===== config.mk =====
export PLATFORM = sky130hd
export DESIGN_NAME = input_router_vc
export DESIGN_NICKNAME = d
export VERILOG_FILES = /design/src/rtl/noc_router_pkg.sv /design/src/rtl/route_calc.sv /design/src/rtl/input_router_vc.sv
export SDC_FILE = /design/constraint.sdc
export NUM_CORES = 1
export LEC_CHECK = 0
export BUFFER_PORTS_ARGS = -buffer_cell sky130_fd_sc_hd__buf_2
export CAP_MARGIN = 20
export CORE_MARGIN = 2
export CORE_UTILIZATION = 30
export CTS_CLUSTER_DIAMETER = 50
export DETAILED_ROUTE_END_ITERATION = 6
export SETUP_SLACK_MARGIN = 0.2
export SLEW_MARGIN = 5
export SYNTH_ARGS = -nofsm -noshare
export SYNTH_HDL_FRONTEND = slang
export SYNTH_SLANG_ARGS = --single-unit

===== constraint.sdc =====
create_clock -name clk -period 1.8 [get_ports clk]
set_clock_uncertainty 0.1 [all_clocks]
set_input_delay 0.27 -clock clk [delete_from_list [all_inputs] [get_ports clk]]
set_output_delay 0.27 -clock clk [all_outputs]
set_load 0.1 [all_outputs]

===== src/rtl/noc_router_pkg.sv =====
// noc_router_pkg: flit types, output-port indices and flit field helpers shared by the router input stage
package noc_router_pkg;
  typedef enum logic [1:0] {
    FT_HEAD      = 2'b00,
    FT_BODY      = 2'b01,
    FT_TAIL      = 2'b10,
    FT_HEAD_TAIL = 2'b11
  } flit_type_e;
  localparam int PORT_LOCAL = 0;
  localparam int PORT_NORTH = 1;
  localparam int PORT_SOUTH = 2;
  localparam int PORT_WEST  = 3;
  localparam int PORT_EAST  = 4;
  localparam int NUM_PORTS  = 5;
  localparam int MAX_FLIT_W = 64;
  typedef logic [NUM_PORTS-1:0] route_t;
  function automatic route_t port_onehot(input int p);
    return route_t'(1 << p);
  endfunction
  function automatic flit_type_e get_type(input logic [MAX_FLIT_W-1:0] f, input int fw);
    return flit_type_e'(f[fw-1 -: 2]);
  endfunction
  function automatic logic [15:0] get_vc(input logic [MAX_FLIT_W-1:0] f, input int vc_w);
    return 16'(f & ((64'd1 << vc_w) - 64'd1));
  endfunction
  function automatic logic [15:0] get_x(input logic [MAX_FLIT_W-1:0] f, input int vc_w, input int x_w);
    return get_vc(f >> vc_w, x_w);
  endfunction
  function automatic logic [15:0] get_y(input logic [MAX_FLIT_W-1:0] f, input int vc_w, input int x_w,
                                        input int y_w);
    return get_vc(f >> (vc_w + x_w), y_w);
  endfunction
endpackage


===== src/rtl/route_calc.sv =====
// route_calc: combinational dimension-ordered (XY or YX) output-port selection
// Ports: dest_x/dest_y destination, router_x/router_y this router, route one-hot port request.
module route_calc
  import noc_router_pkg::*;
#(
  parameter int X_W      = 2,
  parameter int Y_W      = 2,
  parameter bit ROUTE_YX = 1'b0
) (
  input  logic [X_W-1:0] dest_x,
  input  logic [Y_W-1:0] dest_y,
  input  logic [X_W-1:0] router_x,
  input  logic [Y_W-1:0] router_y,
  output route_t         route
);
  route_t x_hop, y_hop, first, second;
  assign x_hop  = (dest_x > router_x) ? port_onehot(PORT_EAST) :
                  (dest_x < router_x) ? port_onehot(PORT_WEST) : '0;
  assign y_hop  = (dest_y > router_y) ? port_onehot(PORT_SOUTH) :
                  (dest_y < router_y) ? port_onehot(PORT_NORTH) : '0;
  assign first  = ROUTE_YX ? y_hop : x_hop;
  assign second = ROUTE_YX ? x_hop : y_hop;
  assign route  = (|first) ? first : (|second) ? second : port_onehot(PORT_LOCAL);
endmodule


===== src/rtl/input_router_vc.sv =====
// input_router_vc: per-input-port route computation stage with per-VC routing table and 1-cycle output register
// Ports: clk, arst (async active-low); router_x_i/router_y_i coordinates; flit_i/flit_valid_i/flit_ready_o in;
// flit_o/flit_valid_o/flit_ready_i out; route_o one-hot port request; vc_o; route_err_o protocol error.
module input_router_vc
  import noc_router_pkg::*;
#(
  parameter int FLIT_WIDTH = 34,
  parameter int NUM_VC     = 3,
  parameter int X_W        = 2,
  parameter int Y_W        = 2,
  parameter bit ROUTE_YX   = 1'b0,
  localparam int VC_W      = ($clog2(NUM_VC) > 1) ? $clog2(NUM_VC) : 1
) (
  input  logic                  clk,
  input  logic                  arst,
  input  logic [X_W-1:0]        router_x_i,
  input  logic [Y_W-1:0]        router_y_i,
  input  logic [FLIT_WIDTH-1:0] flit_i,
  input  logic                  flit_valid_i,
  output logic                  flit_ready_o,
  output logic [FLIT_WIDTH-1:0] flit_o,
  output logic                  flit_valid_o,
  input  logic                  flit_ready_i,
  output route_t                route_o,
  output logic [VC_W-1:0]       vc_o,
  output logic                  route_err_o
);
  logic [MAX_FLIT_W-1:0] f_ext;
  flit_type_e ftype;
  logic [VC_W-1:0] vc;
  logic [X_W-1:0] dest_x;
  logic [Y_W-1:0] dest_y;
  route_t calc_route, cur_route, nxt_route;
  route_t tbl_route [NUM_VC];
  logic [NUM_VC-1:0] tbl_active;
  logic cur_active, vc_ok, is_new, nxt_err, accept;
  assign f_ext  = MAX_FLIT_W'(flit_i);
  assign ftype  = get_type(f_ext, FLIT_WIDTH);
  assign vc     = VC_W'(get_vc(f_ext, VC_W));
  assign dest_x = X_W'(get_x(f_ext, VC_W, X_W));
  assign dest_y = Y_W'(get_y(f_ext, VC_W, X_W, Y_W));
  route_calc #(.X_W(X_W), .Y_W(Y_W), .ROUTE_YX(ROUTE_YX)) u_route_calc (
    .dest_x  (dest_x),
    .dest_y  (dest_y),
    .router_x(router_x_i),
    .router_y(router_y_i),
    .route   (calc_route)
  );
  // Out-of-range VC ids match no entry, so they read as an inactive, empty slot.
  always_comb begin
    cur_route  = '0;
    cur_active = 1'b0;
    for (int i = 0; i < NUM_VC; i++)
      if (vc == VC_W'(i)) begin
        cur_route  = tbl_route[i];
        cur_active = tbl_active[i];
      end
  end
  assign vc_ok        = int'(vc) < NUM_VC;
  assign is_new       = (ftype == FT_HEAD) || (ftype == FT_HEAD_TAIL);
  assign nxt_route    = !vc_ok ? '0 : is_new ? calc_route : cur_active ? cur_route : '0;
  assign nxt_err      = !vc_ok || ((ftype == FT_HEAD) ? cur_active : (!is_new && !cur_active));
  assign flit_ready_o = !flit_valid_o || flit_ready_i;
  assign accept       = flit_valid_i && flit_ready_o;
  always_ff @(posedge clk or negedge arst)
    if (!arst) begin
      tbl_active <= '0;
      for (int i = 0; i < NUM_VC; i++) tbl_route[i] <= '0;
    end else if (accept && vc_ok) begin
      for (int i = 0; i < NUM_VC; i++)
        if (vc == VC_W'(i)) begin
          if (ftype == FT_HEAD) begin
            tbl_route[i]  <= calc_route;
            tbl_active[i] <= 1'b1;
          end
          if (ftype == FT_TAIL) tbl_active[i] <= 1'b0;
        end
    end
  always_ff @(posedge clk or negedge arst)
    if (!arst) begin
      flit_valid_o <= 1'b0;
      flit_o       <= '0;
      route_o      <= '0;
      vc_o         <= '0;
      route_err_o  <= 1'b0;
    end else if (accept) begin
      flit_valid_o <= 1'b1;
      flit_o       <= flit_i;
      route_o      <= nxt_route;
      vc_o         <= vc;
      route_err_o  <= nxt_err;
    end else if (flit_ready_i) flit_valid_o <= 1'b0;
endmodule


==> metrics.cfg <==
[min_path]
hold_class=in2reg
hold_end=flit_o[16]
hold-path-cell-count=3
min_from=flit_i[16]

[power_and_ir_drop]
power.leakage_uw=0.00190
power_density_nw_per_um2=1240
pwr-share-seq_pct=36.9
clockPowerShare_pct=27.5
combPwrFrac_pct=35.6
peakVddDrop_mv=0.431
p_sw_uw=1810
p_sw_share_pct=41.5
p_int_uw=2550

[timing]
timing.final.ws_setup_ps=128
rsz0062_at_grt=yes
setup_violations=0
timing.slew.headroom_pct=66.7
final-hold-violation-count=0
slew_violations=0
fin_crit_sh_pct=92.9
worst_pin_slew_ps=502
clock.fmax_ghz=0.598
post-route-min-period_ps=1670

[layout]
syn_to_final_growth_pct=36.4
n_antenna_cell=0
utilization_pct=42.5
nNetsFinal=401
final_common_cell=nand2_1
drive_above_1_share_pct=39.9
fillers=854
mostFrequentLayoutCells=91 x nand2_1, 84 x buf_2, 56 x dfrtp_1
multi_input_area_um2=1080
register_area_um2=1480
layoutNonFillerInstCount=463

[logic_synthesis]
synthArstFlopShare_pct=100
synth_top_area_share_pct=57.1
ys_ff_latch=59
synthFlopType=dfrtp_1
ys_seq_area_share_pct=57.1
synthTopCellsByArea=dfrtp_1 57%, nand2_1 13%, mux2_2 7.0%
ys_types=33
synth_largest_area_cell=dfrtp_1
mappedNetlistArea_um2=2580
avgSynthCellArea_um2=10.3
syn_inst=252
ys_warn_count=0
synth_fp_nets=300
synth_edf_count=0

[routing]
wire_per_inst_um=13.8
drt_first_pass_iters=4
routed_wl_um=6410
antenna_left=0
viasPerCell=4.54
drt-initial-drc-count=85
drc=0
vias=2102

[clocking]
clk_latency_ps=320
numCtsBuffers=9
cts_buffer_depth=2
cts_root_buf=clkbuf_8
htreeDepth=3
clkTransAtPathRegs_ps=60
cts_sinks=59
cts_tree=built

[placed_design]
pre_cts_ws_ps=-0.792
port_buffers=85
dp_hpwl_um=4500
routabilityCongestion=0.731
dp_cells=441

[floorplan]
io_pins=86
die_y_um=96.8
initial_core_util_pct=31.1
core_area_um2=8300
rows=33
die_x_um=96.8
die_area_um2=9380

[critical_path]
criticalPathCategory=reg2reg
rr_worst_depth=4
critPathRequiredTime_ps=1910
r2r_setup_slack_ps=130
r2r_start=flit_valid_o
cp-start-kind=register
end_kind=register
rr_endpoint=tbl_route[2]
cp_data_arrival_time_ps=1780
crit_path_max_fanout=6

[flow_run]
cap_violations=0

[global_routing]
antenna_found_initial=0
first_global_vias=2287
grt.overflow.total=0
track_usage_pct=14.8
grt_max_degree=46
grt_first_pass_wirelength_um=11200

[run_status]
outcome=completed

==> layout make-up <==
class | instances | share of cell area, %
flip-flops and latches | 59 | 42.0
multi-input cells | 170 | 30.8
repair buffers | 104 | 16.9
clock buffers | 14 | 4.61
well taps | 105 | 3.72
clock inverters | 2 | 0.993
inverters | 9 | 0.958
==> routing by layer <==
layer	global-route usage [%]	wire, µm	vias to the layer above
li1	-	-	1039
met1	18.1	2870	995
met2	24.9	3160	61
met3	4.84	326	7
met4	4.44	51	0
met5	0	0	-
==> cell usage after synthesis, drive strengths merged (4+ instances only) <==
cell     number
nand2        92
mux2         16
dfrtp        59
nor2          4
buf          10
o21ai         5
inv           9
nor3          7
a221o         5
ha            6
mux2i         6
a2bb2oi       6
clkbuf        4
==> flip-flops by register name (all words and copies together) (netlist names) <==
name          flops
flit_o           34
tbl_route        15
route_o           5
tbl_active        3
flit_valid_o      1
route_err_o       1
==> critical path: stages, from the launching register on <==
cell and delay [ps]:
dfrtp_4 480, nand2b_4 130, nand3_4 80, or3b_4 450, mux2_4 320
==> how the worst max path moves through the flow <==
| stage | startpoint | to | slack, ps | cells after the start |
|---|---|---|---|---|
| 2_1_floorplan | flit_valid_o | tbl_route[0] | -270 | 5 |
| 3_3_place_gp | flit_i[32] | tbl_route[4] | 40 | 5 |
| 5_1_grt | flit_valid_o | tbl_route[3] | 90 | 4 |
| 4_1_cts | flit_valid_o | tbl_route[3] | 140 | 4 |
| 6_report | flit_valid_o | tbl_route[2] | 130 | 4 |
| 3_5_place_dp | flit_i[32] | route_o[0] | -0.8 | 5 |
==> through the flow <==
stage	setup TNS, ps	area (µm²)	hold WS, ps	total power [µW]
floorplan	-3720	2660	-126	2850
global placement	0	3220	-20.5	3130
detailed placement	-0.792	3220	-19.1	3160
CTS	0	3510	1.40	4440
global route	0	3530	16.9	4580
finish	0	3530	31.6	4360
==> power groups by stage <==
stage	sequential, µW	clock, µW	combinational, µW
detailed placement	1630	0	1530
global placement	1620	0	1510
floorplan	2470	0	383
finish	1610	1200	1550
global route	1630	1310	1640
CTS	1610	1260	1560
==> kinds of logic (layout without fill, tap and decap cells) <==
logic type	count (synthesis)	count (layout)	synth area share (%)
and+or+nand+nor	117	117	19.5
muxes	22	22	9.29
DFF	59	59	57.1
AOI/OAI and AO/OA	25	25	7.31
buffers and inverters	23	129	3.87
adders and majority gates	6	6	2.90
==> repair_timing <==
item                                   4_1_cts  5_1_grt
setup buffers                                4        1
pin swaps                                    2        0
hold buffers                                 1        0
setup endpoints to repair                   18       21
gates resized for setup                     13        2
endpoints found under the hold margin       59        0
Note: power is estimated with default switching activity, not from simulation.
